===== src/rtl/vbs_pkg.sv =====
`default_nettype none
// ============================================================================
//  Module      : vbs_pkg
//  Description : Shared timing constants (PAL and NTSC) for the video
//                raster generator, plus a counter-width helper.
//  Revision    : 1.0 - initial release
// ============================================================================
package vbs_pkg;

  // PAL: 64 us lines at 4 MHz, 313 lines per field
  localparam int unsigned C_PAL_H_TOTAL     = 256;
  localparam int unsigned C_PAL_V_TOTAL     = 313;
  localparam int unsigned C_PAL_HSYNC_W     = 14;
  localparam int unsigned C_PAL_VSYNC_LINES = 3;
  localparam int unsigned C_PAL_X_START     = 48;
  localparam int unsigned C_PAL_Y_START     = 35;

  // NTSC: 262 lines per field
  localparam int unsigned C_NTSC_H_TOTAL     = 254;
  localparam int unsigned C_NTSC_V_TOTAL     = 262;
  localparam int unsigned C_NTSC_HSYNC_W     = 14;
  localparam int unsigned C_NTSC_VSYNC_LINES = 3;
  localparam int unsigned C_NTSC_X_START     = 48;
  localparam int unsigned C_NTSC_Y_START     = 20;

  // Width of a counter holding 0..n-1, never narrower than one bit
  function automatic int unsigned clog2_min1(input int unsigned n);
    return (n <= 2) ? 1 : $clog2(n);
  endfunction

endpackage
`default_nettype wire


===== src/rtl/vbs_timing.sv =====
`default_nettype none
// ============================================================================
//  Module      : vbs_timing
//  Description : Free-running h/v raster counters with registered composite
//                sync, vertical blanking and frame-start outputs.
//  Revision    : 1.0 - initial release
// ============================================================================
module vbs_timing
  import vbs_pkg::*;
#(
  parameter int unsigned H_TOTAL     = C_PAL_H_TOTAL,
  parameter int unsigned V_TOTAL     = C_PAL_V_TOTAL,
  parameter int unsigned HSYNC_W     = C_PAL_HSYNC_W,
  parameter int unsigned VSYNC_LINES = C_PAL_VSYNC_LINES,
  parameter int unsigned X_START     = C_PAL_X_START,
  parameter int unsigned Y_START     = C_PAL_Y_START,
  parameter int unsigned ACT_W       = 128,
  parameter int unsigned ACT_H       = 256,
  parameter int unsigned HW          = 8,
  parameter int unsigned VW          = 9
) (
  input  logic          clk,
  input  logic          reset_n,
  output logic [HW-1:0] h_o,
  output logic [VW-1:0] v_o,
  output logic          h_active_o,
  output logic          v_active_o,
  output logic          sync_next_o,
  output logic          sync_o,
  output logic          vblank_o,
  output logic          frame_start_o
);

  logic [HW-1:0] h_q, h_d;
  logic [VW-1:0] v_q, v_d;
  logic          sync_q, vblank_q, fs_q;
  int unsigned   w_h, w_v;
  logic          w_sync_lvl, w_v_active, w_h_active;

  // Counter advance, sync shape (broad pulses on the first lines) and windows
  always_comb begin
    w_h = 32'(h_q);
    w_v = 32'(v_q);
    h_d = (w_h == H_TOTAL - 1) ? '0 : h_q + HW'(1);
    v_d = v_q;
    if (w_h == H_TOTAL - 1) begin
      v_d = (w_v == V_TOTAL - 1) ? '0 : v_q + VW'(1);
    end
    if (w_v < VSYNC_LINES) begin
      w_sync_lvl = !((w_h >= 1) && (w_h < H_TOTAL - HSYNC_W));
    end else begin
      w_sync_lvl = !((w_h >= 1) && (w_h < 1 + HSYNC_W));
    end
    w_v_active = (w_v >= Y_START) && (w_v < Y_START + ACT_H);
    w_h_active = (w_h >= X_START) && (w_h < X_START + ACT_W);
  end

  // Counters and registered timing outputs (one cycle behind h/v)
  always_ff @(posedge clk or negedge reset_n) begin
    if (!reset_n) begin
      h_q      <= '0;
      v_q      <= '0;
      sync_q   <= 1'b1;
      vblank_q <= 1'b1;
      fs_q     <= 1'b0;
    end else begin
      h_q      <= h_d;
      v_q      <= v_d;
      sync_q   <= w_sync_lvl;
      vblank_q <= !w_v_active;
      fs_q     <= (h_q == '0) && (v_q == '0);
    end
  end

  assign h_o           = h_q;
  assign v_o           = v_q;
  assign h_active_o    = w_h_active;
  assign v_active_o    = w_v_active;
  assign sync_next_o   = w_sync_lvl;
  assign sync_o        = sync_q;
  assign vblank_o      = vblank_q;
  assign frame_start_o = fs_q;

endmodule
`default_nettype wire


===== src/rtl/vbs_raster_gen.sv =====
`default_nettype none
// ============================================================================
//  Module      : vbs_raster_gen
//  Description : 1-bpp bitmap raster generator: byte fetch two clocks ahead,
//                holding register, MSB-first shifter and pixel/border/sync mux.
//  Revision    : 1.0 - initial release
// ============================================================================
module vbs_raster_gen
  import vbs_pkg::*;
#(
  parameter int unsigned H_TOTAL       = C_PAL_H_TOTAL,
  parameter int unsigned V_TOTAL       = C_PAL_V_TOTAL,
  parameter int unsigned HSYNC_W       = C_PAL_HSYNC_W,
  parameter int unsigned VSYNC_LINES   = C_PAL_VSYNC_LINES,
  parameter int unsigned X_START       = C_PAL_X_START,
  parameter int unsigned Y_START       = C_PAL_Y_START,
  parameter int unsigned BYTES_PER_ROW = 16,
  parameter int unsigned ROWS          = 128,
  parameter int unsigned LINE_REPEAT   = 2,
  parameter int unsigned ADDR_W        = 11
) (
  input  logic              clk,
  input  logic              reset_n,
  input  logic              invert,
  input  logic              border,
  output logic              mem_rd,
  output logic [ADDR_W-1:0] mem_addr,
  input  logic [7:0]        mem_data,
  output logic              sync,
  output logic              pixel,
  output logic              vblank,
  output logic              frame_start
);

  localparam int unsigned C_ACT_W    = 8 * BYTES_PER_ROW;
  localparam int unsigned C_ACT_H    = ROWS * LINE_REPEAT;
  localparam int unsigned C_HW       = clog2_min1(H_TOTAL);
  localparam int unsigned C_VW       = clog2_min1(V_TOTAL);
  localparam int unsigned C_RW       = clog2_min1(ROWS + 1);
  localparam int          C_FETCH_H0 = int'(X_START) - 2;

  // Elaboration-time parameter legality
  if (X_START < 2) begin : g_chk_xstart
    $error("vbs_raster_gen: X_START must be >= 2");
  end
  if (X_START + C_ACT_W > H_TOTAL) begin : g_chk_width
    $error("vbs_raster_gen: active width exceeds H_TOTAL");
  end
  if (Y_START + C_ACT_H > V_TOTAL) begin : g_chk_height
    $error("vbs_raster_gen: active height exceeds V_TOTAL");
  end
  if (ROWS * BYTES_PER_ROW > (2 ** ADDR_W)) begin : g_chk_addr
    $error("vbs_raster_gen: bitmap does not fit in ADDR_W");
  end
  if (Y_START < VSYNC_LINES) begin : g_chk_ystart
    $error("vbs_raster_gen: Y_START must be >= VSYNC_LINES");
  end
  if ((LINE_REPEAT < 1) || (LINE_REPEAT > 4)) begin : g_chk_repeat
    $error("vbs_raster_gen: LINE_REPEAT must be 1..4");
  end

  logic [C_HW-1:0] w_h;
  logic [C_VW-1:0] w_v;
  logic            w_h_active, w_v_active, w_sync_next;

  vbs_timing #(
    .H_TOTAL(H_TOTAL), .V_TOTAL(V_TOTAL), .HSYNC_W(HSYNC_W),
    .VSYNC_LINES(VSYNC_LINES), .X_START(X_START), .Y_START(Y_START),
    .ACT_W(C_ACT_W), .ACT_H(C_ACT_H), .HW(C_HW), .VW(C_VW)
  ) u_timing (
    .clk          (clk),
    .reset_n      (reset_n),
    .h_o          (w_h),
    .v_o          (w_v),
    .h_active_o   (w_h_active),
    .v_active_o   (w_v_active),
    .sync_next_o  (w_sync_next),
    .sync_o       (sync),
    .vblank_o     (vblank),
    .frame_start_o(frame_start)
  );

  logic [C_RW-1:0] row_q, row_d;
  logic [1:0]      rep_q, rep_d;
  logic            inv_q, rd_pend_q, pixel_q, pixel_d;
  logic [7:0]      hold_q, shift_q, shift_d, w_cur;
  int              w_fd, w_px;
  int unsigned     w_addr;
  logic            w_fetch, w_load, w_in_win, w_line_end;

  // Fetch timing, shifter feed and pixel mux for the current (h,v)
  always_comb begin
    w_fd     = int'(w_h) - C_FETCH_H0;
    w_px     = int'(w_h) - int'(X_START);
    w_fetch  = w_v_active && (w_fd >= 0) && (w_fd < int'(C_ACT_W)) && ((w_fd % 8) == 0);
    w_addr   = 32'(row_q) * BYTES_PER_ROW + 32'(w_fd >>> 3);
    w_in_win = w_v_active && w_h_active;
    // Byte boundary: the held byte enters the shifter and its MSB is shown now
    w_load   = w_in_win && ((w_px % 8) == 0);
    w_cur    = w_load ? hold_q : shift_q;
    shift_d  = {w_cur[6:0], 1'b0};
    if (!w_sync_next) begin
      pixel_d = 1'b0;
    end else if (w_in_win) begin
      pixel_d = w_cur[7] ^ inv_q;
    end else begin
      pixel_d = border;
    end
  end

  // Bitmap row tracking: advance every LINE_REPEAT lines, clear outside window
  always_comb begin
    row_d      = row_q;
    rep_d      = rep_q;
    w_line_end = (32'(w_h) == H_TOTAL - 1);
    if (w_line_end) begin
      if (!w_v_active || (32'(w_v) == V_TOTAL - 1)) begin
        row_d = '0;
        rep_d = '0;
      end else if (32'(rep_q) == LINE_REPEAT - 1) begin
        rep_d = '0;
        row_d = row_q + C_RW'(1);
      end else begin
        rep_d = rep_q + 2'd1;
      end
    end
  end

  // Datapath registers; reset discards any read still in flight
  always_ff @(posedge clk or negedge reset_n) begin
    if (!reset_n) begin
      row_q     <= '0;
      rep_q     <= '0;
      inv_q     <= 1'b0;
      rd_pend_q <= 1'b0;
      hold_q    <= '0;
      shift_q   <= '0;
      pixel_q   <= 1'b0;
    end else begin
      row_q     <= row_d;
      rep_q     <= rep_d;
      rd_pend_q <= w_fetch;
      shift_q   <= shift_d;
      pixel_q   <= pixel_d;
      if (w_h == '0) begin
        inv_q <= invert;
      end
      if (rd_pend_q) begin
        hold_q <= mem_data;
      end
    end
  end

  assign mem_rd   = w_fetch;
  assign mem_addr = w_fetch ? ADDR_W'(w_addr) : '0;
  assign pixel    = pixel_q;

endmodule
`default_nettype wire


===== config.mk =====
export PLATFORM = sky130hd
export DESIGN_NAME = vbs_raster_gen
export DESIGN_NICKNAME = d
export VERILOG_FILES = /design/src/rtl/vbs_pkg.sv /design/src/rtl/vbs_timing.sv /design/src/rtl/vbs_raster_gen.sv
export SDC_FILE = /design/constraint.sdc
export NUM_CORES = 1
export LEC_CHECK = 0
export ABC_CLOCK_PERIOD_IN_PS = 3400
export CAP_MARGIN = 5
export CELL_PAD_IN_SITES_DETAIL_PLACEMENT = 0
export CELL_PAD_IN_SITES_GLOBAL_PLACEMENT = 1
export CORE_AREA = 2 2 72 125
export CTS_CLUSTER_DIAMETER = 30
export CTS_CLUSTER_SIZE = 10
export DETAILED_ROUTE_END_ITERATION = 6
export DIE_AREA = 0 0 74 127
export DONT_BUFFER_PORTS = 1
export PLACE_DENSITY_LB_ADDON = 0.1
export SYNTH_ARGS = -nofsm -noshare
export SYNTH_HDL_FRONTEND = slang
export SYNTH_SLANG_ARGS = --single-unit
export TNS_END_PERCENT = 30

===== constraint.sdc =====
create_clock -name clk -period 3.4 [get_ports clk]
set_input_delay 0.17 -clock clk [delete_from_list [all_inputs] [get_ports clk]]
set_output_delay 0.17 -clock clk [all_outputs]
set_load 0.02 [all_outputs]

Yosys cells after proc, flatten, opt, wreduce, memory -nomap -nowiden
Cells that the tools add are included.

Input bits: 12. Register bits after elaboration: 48. Output and inout bits: 16. Logic and storage cells: 68.

Multiplexer cells: 11. Eq/ne operators: 3. Add/subtract/negate cells: 7. Reduce and logical (&&, ||, !) cells: 22. $lt $le $gt $ge: 10. Bitwise operators: 3.

Operators by type and width (number): $logic_not 32->1 (2); $mux 8 (4); $lt 9x9->1 const B (2); $sub 8x6->9 const B (2); $add 8x1->8 const B (2); $lt 8x8->1 const B (2); $add 11x6->11 (1); $mux 11 (1); $logic_and 1x1->1 (10); $add 9x1->9 const B (1); $eq 9x9->1 const B (1); $ge 9x1->1 const B (1); $ge 9x6->1 const B (1); $logic_not 9->1 (1); $lt 9x2->1 const B (1); $mux 9 (1); $eq 8x8->1 const B (1); $ge 8x1->1 const B (1); $ge 8x6->1 const B (1); $logic_not 8->1 (1); $lt 8x4->1 const B (1); $reduce_or 3->1 (2); $mux 2 (2); $logic_not 1->1 (3); 8 further kinds (11).

Depth between registers and ports, before layout
Gate-level depths: netlist of run 1.

Word-level depth: 9. Mapped depth: 12. Mapped depth without buffers: 12.

Hierarchy
A second synthesis of run 1 with hierarchy kept.

Cell total of the unflattened synthesis: 267. Area, all modules: 2760.1 um^2.

Modules (own cells, without submodules): vbs_raster_gen (instances 1, cells each 159, sequential area each 675.6 um^2, area each 1651.6 um^2); vbs_timing (instances 1, cells each 108, sequential area each 503.0 um^2, area each 1108.6 um^2).

Worst setup path after synthesis of run 1
Ideal clock, no wire load.

Path kind: register to output. Start: reg u_timing.h_q[2], in the netlist u_timing.h_o[2]. End: out mem_addr[10]. Path buffers: 1. Required time: 3230 ps. Setup slack: 140 ps. Cell stages (with the launch flop): 10. Arrival time: 3090 ps. Path through: dfrtp_1 > clkbuf_1 > a31o_2 > a211oi_1 > ha_1 > nor2b_1 > o31a_1 > o21a_1 > o21ai_0 > nor3b_1.

Longest elaborated chain between the ends: 6. Elaborated cells on any way between the ends: 11. Classes of those cells: 2 x add/sub; 2 x order compare; 1 x mux; 1 x bitwise; 5 x reduce/logical.

RTL lines: from (decl) (RTL line vbs_timing.sv:34) `logic [HW-1:0] h_q, h_d;`; from (signal assigned) (RTL line vbs_timing.sv:61) `h_q <= '0;`; from (signal assigned) (RTL line vbs_timing.sv:67) `h_q <= h_d;`; $sub 8x6->9 * (RTL line vbs_raster_gen.sv:93) `w_fd = int'(w_h) - C_FETCH_H0;`; $ge 9x1->1 / $reduce_or 3->1 (equally long branches); $logic_and 1x1->1 / $and 1x1->1 (equally long branches); $logic_and 1x1->1 / $logic_not 32->1 (equally long branches) (RTL line vbs_raster_gen.sv:95) `w_fetch = w_v_active && (w_fd >= 0) && (w_fd < int'(C_ACT_W)) && ((w_fd % 8) == 0);`; $logic_and 1x1->1 (RTL line vbs_raster_gen.sv:95); $mux 11 * (RTL line vbs_raster_gen.sv:155) `assign mem_addr = w_fetch ? ADDR_W'(w_addr) : '0;`; to (decl) (RTL line vbs_raster_gen.sv:27) `output logic [ADDR_W-1:0] mem_addr,`.

Every way passes the cells marked *; elsewhere a longest branch is shown, timed or not.

Worst setup path after layout of run 1
Start: reg u_timing.h_q[1], in the netlist u_timing.h_o[1]. End: out mem_addr[10].

Same word-level chain as after synthesis.

==> results of run 1 <==
-- how the worst min path moves through the flow --
stage                      endpoint         from
after floorplan           hold_q[0]      reset_n
after global placement    hold_q[5]      reset_n
after detailed placement  hold_q[5]      reset_n
after CTS                 hold_q[4]  mem_data[4]
after global routing      hold_q[6]  mem_data[6]
final                     hold_q[4]  mem_data[4]
-- cell families after synthesis --
family	synth area share
fa+ha+maj	0.0822
flops	0.440
xor+xnor	0.0523
compound gates	0.132
buf+inv	0.0364
mux	0.0785
simple gates	0.178
-- repair_timing --
item,4_1_cts,5_1_grt
setup buffers,0,2
hold endpoints to repair,48,0
endpoints found under the setup margin,0,1
resized for setup,0,5
hold buffers,3,0
-- routing by layer --
layer  track usage  vias up  part of all wire
li1              -      950                 -
met1         0.156      944              0.40
met2         0.263       28              0.54
met3        0.0355        6             0.043
met4        0.0513        0             0.017
met5             0        -                 0
-- area by class of cell --
cell class / instances / area, sq um / share of cell area
Antenna cell: 1 / 2.50 / 0.000810
Clock buffer: 5 / 125 / 0.0405
Clock inverter: 3 / 47.5 / 0.0154
Inverter: 14 / 52.6 / 0.0170
Multi-Input combinational cell: 193 / 1420 / 0.458
Sequential cell: 47 / 1180 / 0.382
Tap cell: 115 / 144 / 0.0466
Timing Repair Buffer: 13 / 123 / 0.0397
-- metrics by stage --
| step | area, sq um | power (mW) | worst slack [ns] | hold WS [ns] |
|---|---|---|---|---|
| after floorplan | 2680 | 0.572 | 0.140 | -0.126 |
| after global placement | 2840 | 0.573 | 0.455 | -0.124 |
| after detailed placement | 2840 | 0.573 | 0.437 | -0.124 |
| after CTS | 3060 | 1.18 | 0.0966 | 0.0140 |
| after global routing | 3090 | 1.21 | -0.0103 | 0.00996 |
| final | 3090 | 1.16 | 0.248 | 0.0232 |
-- report_power, final --
group	total, mW	internal (mW)	switching [mW]
registers	0.560	0.560	0.000382
logic	0.0186	0.00636	0.0122
clock network	0.580	0.351	0.229
-- layout by cell type, fill, tap and decap left out, types with 5 or more instances in the layout --
cell type,count
dfrtp_1,45
nor2_1,20
nand2_1,18
mux2_2,16
o21ai_0,14
ha_1,14
inv_1,13
nand3_1,13
xnor2_1,10
o31ai_1,10
buf_4,10
a21oi_1,8
nand4_1,7
xor2_1,6
nor2b_1,6
nor3_1,5
clkbuf_16,5
-- sequential cells by signal (all words and copies together), names as in the netlist, 2 cells and up --
| name | flops |
|---|---|
| u_timing.v_o | 9 |
| hold_q | 8 |
| u_timing.h_o | 8 |
| row_q | 7 |
| shift_q | 7 |
| rep_q | 2 |
==> impl_metrics.json, run 1 <==
{
  "status": "completed",
  "clockBufferDepth": 2,
  "grt_usage": 0.144,
  "fp.dieH_um": 127,
  "holdPathStages": 1,
  "netlist_top_cells_count": "dfrtp_1 (45), nor2_1 (20), nand2_1 (18), ha_1 (16), mux2_2 (16)",
  "worst-setup-path-type": "register to primary output",
  "slowest_delay_ns": 0.38,
  "insertion_delay_ns": 0.29,
  "leakagePower_nw": 1.38,
  "worst_path_most_repeated_cell": "ha_2",
  "gp_congestion": 0.684,
  "tightest_slew_ns": 0.847,
  "design.die.area_sq_mm": 0.00940,
  "num_io_pins": 28,
  "design.core.area_sq_mm": 0.00831,
  "synthDistinctLibCells": 47,
  "cp_num_cells": 13,
  "finish.net_count": 303,
  "synth_most_common_cell": "dfrtp_1",
  "min_path_type": "input pin to register",
  "cap_violations": 0,
  "cts_sinks": 47,
  "nFillCells": 855,
  "synth_fp_nets": 293,
  "final_layout_size_suffix_gt1_frac": 0.178,
  "overflow": 0,
  "drc": 0,
  "syn_area_sq_mm": 0.00268,
  "crit_end": "mem_addr[10]",
  "worstSetupStartpointType": "register",
  "hpwl_mm": 4.58,
  "drtAntennaViolNets": 0,
  "initial_core_util": 0.322,
  "grt_pass1_vias": 2061,
  "grt_max_degree": 48,
  "r2r-end": "shift_q[2]",
  "port_buffers": 0,
  "async_flop_share": 1.00,
  "path_delay_family": "adder cells",
  "first_pass_iters": 4,
  "r2r_start": "u_timing.v_o[0]",
  "slew_violations": 0,
  "clk_pin_slew_worst_paths_ns": 0.07,
  "relSlewSlack": 0.435,
  "num_rows": 44,
  "ir_drop_mv": 0.288,
  "synth_top_area_share": 0.421,
  "fin_tns_setup_ns": 0,
  "crit_path_end_kind": "primary output",
  "routed_wl_mm": 6.11,
  "critPathMaxFanout": 5,
  "yosys_warnings": 0,
  "startpoint": "u_timing.h_o[1]",
  "fmax_ghz": 0.317,
  "yosysTopAreaCell": "dfrtp_1",
  "final_util": 0.372,
  "vias": 1928,
  "antenna_found_initial": 1,
  "power_density_mw_per_mm2": 375,
  "rrSetupSlack_ns": 0.87,
  "drt_iter0_drc": 50,
  "avgViaCountPerCell": 4.93,
  "slowest_stage": "dfrtp_1",
  "seq_area_frac_synth": 0.440,
  "fin_cells": 391,
  "grt_pass1_wl_mm": 10.3,
  "dp_cells": 377,
  "cts_tree": "done",
  "detail_route.wl_per_cell_um": 15.6,
  "syn_inst": 264,
  "syn_area_per_cell_sq_um": 10.1,
  "worstPathCellList": "ha_2, a21o_1, a21oi_1, xor2_1, ha_2, inv_1, fa_2, nor2b_2, o31a_1, o21a_1, nor3_1, nor3b_1, buf_4",
  "final-setup-viol-count": 0,
  "cts_htree_levels": 2,
  "cts_root_buf": "clkbuf_16",
  "min_period_ns": 3.15,
  "crit_arrival_ns": 2.98,
  "fin_worst_skew_ns": 0.00206,
  "worst-path-buf-inv": 2,
  "cts_buffers": 5,
  "hold_viol_final": 0,
  "die_w_um": 74,
  "required_ns": 3.23,
  "synth_top_cells_by_area": "dfrtp_1 (42%), ha_1 (7.5%), mux2_2 (6.7%)",
  "ys.flop_type": "dfrtp_1",
  "synthToLayoutAreaGrowth_pct": 15.4,
  "ys_ff_latch": 47,
  "worstRegToRegCells": 6,
  "synth_edf_count": 0,
  "finalCritPeriodShare": 0.927
}
No activity file was read; power rests on OpenSTA's default activity.
==> inputs of run 2 (changes only) <==
--- a/config.mk
+++ b/config.mk
@@ -15,7 +15,9 @@
 export DETAILED_ROUTE_END_ITERATION = 6
 export DIE_AREA = 0 0 74 127
 export DONT_BUFFER_PORTS = 1
+export GPL_TIMING_DRIVEN = 0
 export PLACE_DENSITY_LB_ADDON = 0.1
+export SLEW_MARGIN = 25
 export SYNTH_ARGS = -nofsm -noshare
 export SYNTH_HDL_FRONTEND = slang
 export SYNTH_SLANG_ARGS = --single-unit
==> impl_metrics.json, run 2 (synthesis results as in run 1) <==
{
  "min_period_ns": 3.23,
  "regArea_sq_mm": 0.00118,
  "status": "completed",
  "first_pass_iters": 4,
  "nFillCells": 865,
  "leakagePower_nw": 1.36,
  "antenna_found_initial": 0,
  "drtAntennaViolNets": 0,
  "worstRegToRegCells": 6,
  "startpoint": "u_timing.h_o[3]",
  "r2r_start": "u_timing.v_o[0]",
  "synthToLayoutAreaGrowth_pct": 15.5,
  "crit_path_end_kind": "primary output",
  "worstSetupStartpointType": "register",
  "insertion_delay_ns": 0.29,
  "fin_cells": 392,
  "layout.cells.most_common_list": "dfrtp_1 (44), nor2_1 (20), nand2_1 (18), mux2_2 (16), ha_1 (15)",
  "final-setup-viol-count": 0,
  "slowest_stage": "dfrtp_1",
  "initial_core_util": 0.322,
  "grt_max_degree": 48,
  "cp_num_cells": 12,
  "avgViaCountPerCell": 5.02,
  "cts_sinks": 47,
  "path_delay_family": "compound AO/OA/AOI/OAI gates",
  "relSlewSlack": 0.482,
  "port_buffers": 0,
  "overflow": 0,
  "p_total_mw": 1.16,
  "cts_buffers": 5,
  "slew_violations": 0,
  "ir_drop_mv": 0.274,
  "clockBufferDepth": 2,
  "rrSetupSlack_ns": 0.77,
  "grt_usage": 0.141,
  "required_ns": 3.23,
  "worst-path-buf-inv": 2,
  "dp_cells": 379,
  "fmax_ghz": 0.310,
  "worstPathCellList": "clkbuf_1, a21o_1, a21oi_1, xor2_1, ha_1, inv_1, fa_1, nor2b_2, o31a_1, o21a_1, nor3_1, nor3b_4",
  "drc": 0,
  "crit_arrival_ns": 3.06,
  "r2r-end": "shift_q[3]",
  "fp.dieH_um": 127,
  "hold_viol_final": 0,
  "cts_tree": "done",
  "slowest_delay_ns": 0.39,
  "clk_pin_slew_worst_paths_ns": 0.07,
  "die_w_um": 74,
  "tightest_slew_ns": 0.771,
  "cap_violations": 0,
  "fin_worst_skew_ns": 0.00354,
  "drt_iter0_drc": 59,
  "detail_route.wl_per_cell_um": 15.6,
  "routed_wl_mm": 6.11,
  "cts_htree_levels": 2,
  "gp_congestion": 0.775,
  "critPathMaxFanout": 10,
  "crit_end": "mem_addr[10]",
  "design.core.area_sq_mm": 0.00831,
  "power_density_mw_per_mm2": 374,
  "vias": 1966,
  "design.die.area_sq_mm": 0.00940,
  "largest_reg_flops": 9,
  "num_rows": 44,
  "min_path_type": "input pin to register",
  "num_io_pins": 28,
  "final_util": 0.372,
  "worst-setup-path-type": "register to primary output",
  "finalCritPeriodShare": 0.949,
  "finish.net_count": 305,
  "multi_input_area_sq_mm": 0.00143,
  "grt_pass1_wl_mm": 10.0,
  "grt_pass1_vias": 1953,
  "diodes": 0,
  "rsz0062_at_grt": "false",
  "final_common_cell": "dfrtp_1",
  "cts_root_buf": "clkbuf_16",
  "final_layout_size_suffix_gt1_frac": 0.159,
  "hpwl_mm": 4.58
}
## run 2: cell type report
cell class,instances,area share
clock inverters,3,0.0154
repair buffers,6,0.0227
flip-flops and latches,47,0.382
multi-input cells,193,0.463
plain buffers,9,0.0138
inverters,14,0.0170
well taps,115,0.0465
clock buffers,5,0.0405
## run 2: routing by layer
metal,share of wire,GRT usage,vias to the layer above,wire [um]
met5,0,0,-,0
met2,0.55,0.256,28,3340
met4,0.018,0.0578,0,110
met1,0.39,0.152,973,2410
li1,-,-,959,-
met3,0.040,0.0339,6,245
## run 2: worst register-to-register path, stage by stage (launching register included)
cell and delay, ns:
dfrtp_1 0.45, ha_1 0.30, or4_1 0.41, mux2i_1 0.58, nor2_4 0.10, nand3_1 0.30
mux2_2 0.39
## run 2: power breakdown
group | internal (mW) | switching (mW)
sequential | 0.560 | 0.000378
combinational | 0.00636 | 0.0122
clock | 0.351 | 0.227
## run 2: repair_timing
action                                  4_1_cts  5_1_grt
pin swaps                                     1        2
endpoints found under the setup margin        2        2
resized for setup                             4        4
endpoints found under the hold margin        48        0
setup buffers                                 0        3
hold buffers                                  3        0
## run 2: worst min path at each step
stage | startpoint | to | depth (start not counted)
4_1_cts | invert | inv_q | 1
5_1_grt | mem_data[2] | hold_q[2] | 1
6_report | invert | inv_q | 1
2_1_floorplan | reset_n | hold_q[0] | 0
3_5_place_dp | reset_n | hold_q[5] | 0
3_3_place_gp | reset_n | hold_q[5] | 0
## run 2: metrics by stage
| step | area [sq um] | setup TNS (ns) | hold WS, ns | setup slack (ns) |
|---|---|---|---|---|
| finish | 3090 | 0 | 0.0219 | 0.174 |
| global route | 3090 | 0 | 0.0110 | 0.00628 |
| CTS | 3060 | 0 | 0.0125 | 0.00974 |
| detailed placement | 2830 | -0.0885 | -0.124 | -0.0885 |
| global placement | 2820 | -0.610 | -0.124 | -0.488 |
| floorplan | 2680 | 0 | -0.126 | 0.140 |
==> inputs of run 3 (changes only) <==
--- a/config.mk
+++ b/config.mk
@@ -9,16 +9,17 @@
 export CAP_MARGIN = 5
 export CELL_PAD_IN_SITES_DETAIL_PLACEMENT = 0
 export CELL_PAD_IN_SITES_GLOBAL_PLACEMENT = 1
-export CORE_AREA = 2 2 72 125
+export CORE_AREA = 2 2 73 126
 export CTS_CLUSTER_DIAMETER = 30
 export CTS_CLUSTER_SIZE = 10
 export DETAILED_ROUTE_END_ITERATION = 6
-export DIE_AREA = 0 0 74 127
+export DIE_AREA = 0 0 75 128
 export DONT_BUFFER_PORTS = 1
 export GPL_TIMING_DRIVEN = 0
 export PLACE_DENSITY_LB_ADDON = 0.1
 export SLEW_MARGIN = 25
 export SYNTH_ARGS = -nofsm -noshare
 export SYNTH_HDL_FRONTEND = slang
+export SYNTH_HIERARCHICAL = 1
 export SYNTH_SLANG_ARGS = --single-unit
 export TNS_END_PERCENT = 30
==> impl_metrics.json, run 3 <==
{
  "worstSetupStartpointType": "register",
  "path_delay_family": "simple AND/OR/NAND/NOR gates",
  "dp_slack_ns": 0.117,
  "drc": 0,
  "p_total_mw": 1.16,
  "first_pass_iters": 4,
  "num_rows": 45,
  "port_buffers": 0,
  "finalCritPeriodShare": 0.970,
  "fp.dieH_um": 128,
  "layout.cells.most_common_list": "dfrtp_1 (42), nor2_1 (20), o21ai_0 (18), mux2_2 (17), ha_1 (14)",
  "vias": 2056,
  "slew_violations": 0,
  "die_w_um": 75,
  "cts_sinks": 47,
  "power_density_mw_per_mm2": 365,
  "synthDistinctLibCells": 58,
  "worstPathCellList": "a211o_1, or2_2, a211o_1, a22oi_2, nor2b_1, nand3b_1, or3_4, buf_6, nor2_2",
  "ir_drop_mv": 0.333,
  "overflow": 0,
  "yosys_warnings": 6,
  "fin_area_sq_mm": 0.00317,
  "grt_usage": 0.149,
  "clockBufferDepth": 2,
  "fin_ws_ns": 0.101,
  "cap_violations": 0,
  "finish.net_count": 305,
  "diodes": 0,
  "drtAntennaViolNets": 0,
  "holdWs_ns": 0.0239,
  "design.core.area_sq_mm": 0.00861,
  "worst-setup-path-type": "register to primary output",
  "cts_root_buf": "clkbuf_16",
  "ys_ff_latch": 47,
  "seq_area_frac_synth": 0.427,
  "clk_pin_slew_worst_paths_ns": 0.07,
  "p_switching_mw": 0.242,
  "design.die.area_sq_mm": 0.00960,
  "min_period_ns": 3.30,
  "synthToLayoutAreaGrowth_pct": 15.0,
  "fmax_ghz": 0.303,
  "nFillCells": 899,
  "initial_core_util": 0.320,
  "final_common_cell": "dfrtp_1",
  "dpl-instance-area_sq_mm": 0.00291,
  "grt_max_degree": 48,
  "required_ns": 3.23,
  "num_io_pins": 28,
  "syn_area_per_cell_sq_um": 10.3,
  "netlist_top_cells_count": "dfrtp_1 (45), nor2_1 (29), o21ai_0 (18), mux2_2 (17), ha_1 (14)",
  "tightest_slew_ns": 0.761,
  "hpwl_mm": 4.71,
  "relSlewSlack": 0.490,
  "swShare": 0.209,
  "worst_path_most_repeated_cell": "a211o_1",
  "crit_arrival_ns": 3.13,
  "combPwrFrac": 0.015,
  "insertion_delay_ns": 0.29,
  "rsz0062_at_grt": "true",
  "syn_area_sq_mm": 0.00276,
  "cts_htree_levels": 2,
  "min_path_type": "input pin to register",
  "antenna_found_initial": 0,
  "largest_reg_flops": 9,
  "grt_pass1_wl_mm": 10.9,
  "gp_congestion": 0.747,
  "yosysTopAreaCell": "dfrtp_1",
  "slowest_stage": "dfrtp_1",
  "grt_pass1_vias": 2189,
  "async_flop_share": 1.00,
  "cts_tree": "done",
  "final_layout_size_suffix_gt1_frac": 0.221,
  "hold_viol_final": 0,
  "slowest_delay_ns": 0.51,
  "synth_top_area_share": 0.408,
  "synth_top_cells_by_area": "dfrtp_1 (41%), mux2_2 (6.9%), ha_1 (6.3%)",
  "synth_edf_count": 0,
  "p_clk_frac": 0.502,
  "status": "completed",
  "routed_wl_mm": 6.51,
  "multi_input_area_sq_mm": 0.00154,
  "detail_route.wl_per_cell_um": 16.4,
  "synth_fp_nets": 293,
  "syn_inst": 267,
  "worst-path-buf-inv": 1,
  "leakagePower_nw": 1.45,
  "critPathMaxFanout": 10,
  "final-setup-viol-count": 0,
  "crit_path_end_kind": "primary output",
  "regArea_sq_mm": 0.00118,
  "p_seq_frac": 0.483,
  "avgViaCountPerCell": 5.18,
  "drt_iter0_drc": 105,
  "ys.flop_type": "dfrtp_1",
  "fin_worst_skew_ns": 0.00347,
  "p_int_mw": 0.916,
  "synth_most_common_cell": "dfrtp_1",
  "cts_buffers": 5
}
[run 3: cell count changes after synthesis, moves of 5 or more]
cell and change:
o31ai_1 -10, nor2_1 +9, nand2_1 -7, nand3_1 -6
xor2_1 +6, inv_1 -5, nor2b_1 -5
[run 3: layer usage]
layer,vias to the layer above,GRT usage,wire (um),part of all wire
li1,1000,-,-,-
met5,-,0,0,0
met2,39,0.267,3550,0.54
met3,14,0.0291,201,0.031
met1,1003,0.161,2550,0.39
met4,0,0.0735,207,0.032
[run 3: final timing paths]
check                                 from                end  slack (ns)  cells after the start
setup / recovery           u_timing/v_o[0]        mem_addr[3]        0.10                      9
hold / removal                 mem_data[1]          hold_q[1]        0.02                      1
setup reg to reg           u_timing/v_o[0]              pixel        0.36                      9
hold reg to reg                 shift_q[4]         shift_q[5]        0.48                      1
max in group asynchronous          reset_n  u_timing/vblank_o        2.73                      2
min in group asynchronous          reset_n    u_timing/h_o[3]        0.38                      2
[run 3: cell families after synthesis]
logic type | Yosys count | synth area share
and+or+nand+nor | 92 | 0.187
AOI/OAI and AO/OA | 54 | 0.140
DFF | 47 | 0.427
xor gates and xnor gates | 24 | 0.0789
muxes | 19 | 0.0766
buffers and inverters | 17 | 0.0272
adders and majority gates | 14 | 0.0635
[run 3: power groups by stage]
| stage | clock network, mW | logic, mW | registers (mW) |
|---|---|---|---|
| after CTS | 0.606 | 0.0192 | 0.560 |
| after global routing | 0.619 | 0.0210 | 0.560 |
| after detailed placement | 0 | 0.00109 | 0.571 |
| after global placement | 0 | 0.00109 | 0.571 |
| final | 0.581 | 0.0178 | 0.560 |
| after floorplan | 0 | 0.000937 | 0.571 |
[run 3: through the flow]
step	TNS (ns)	instances	utilization
floorplan	0	267	-
global placement	0	384	0.337
detailed placement	0	384	0.337
CTS	-0.213	395	0.364
global route	-0.00740	397	0.368
finish	0	397	0.368
[run 3: final cells by class]
cell class / count / area share
buffer: 8 / 0.0130
inverter: 9 / 0.0106
multi-input combinational: 203 / 0.484
timing repair buffer: 5 / 0.0197
tap: 117 / 0.0461
clock buffer: 5 / 0.0394
clock inverter: 3 / 0.0150
sequential: 47 / 0.372
[run 3: timing repair]
action	4_1_cts	5_1_grt
hold endpoints to repair	48	0
hold buffers	3	0
buffers inserted	0	2
resized for setup	5	9
setup endpoints to repair	11	11
pin swaps	0	1
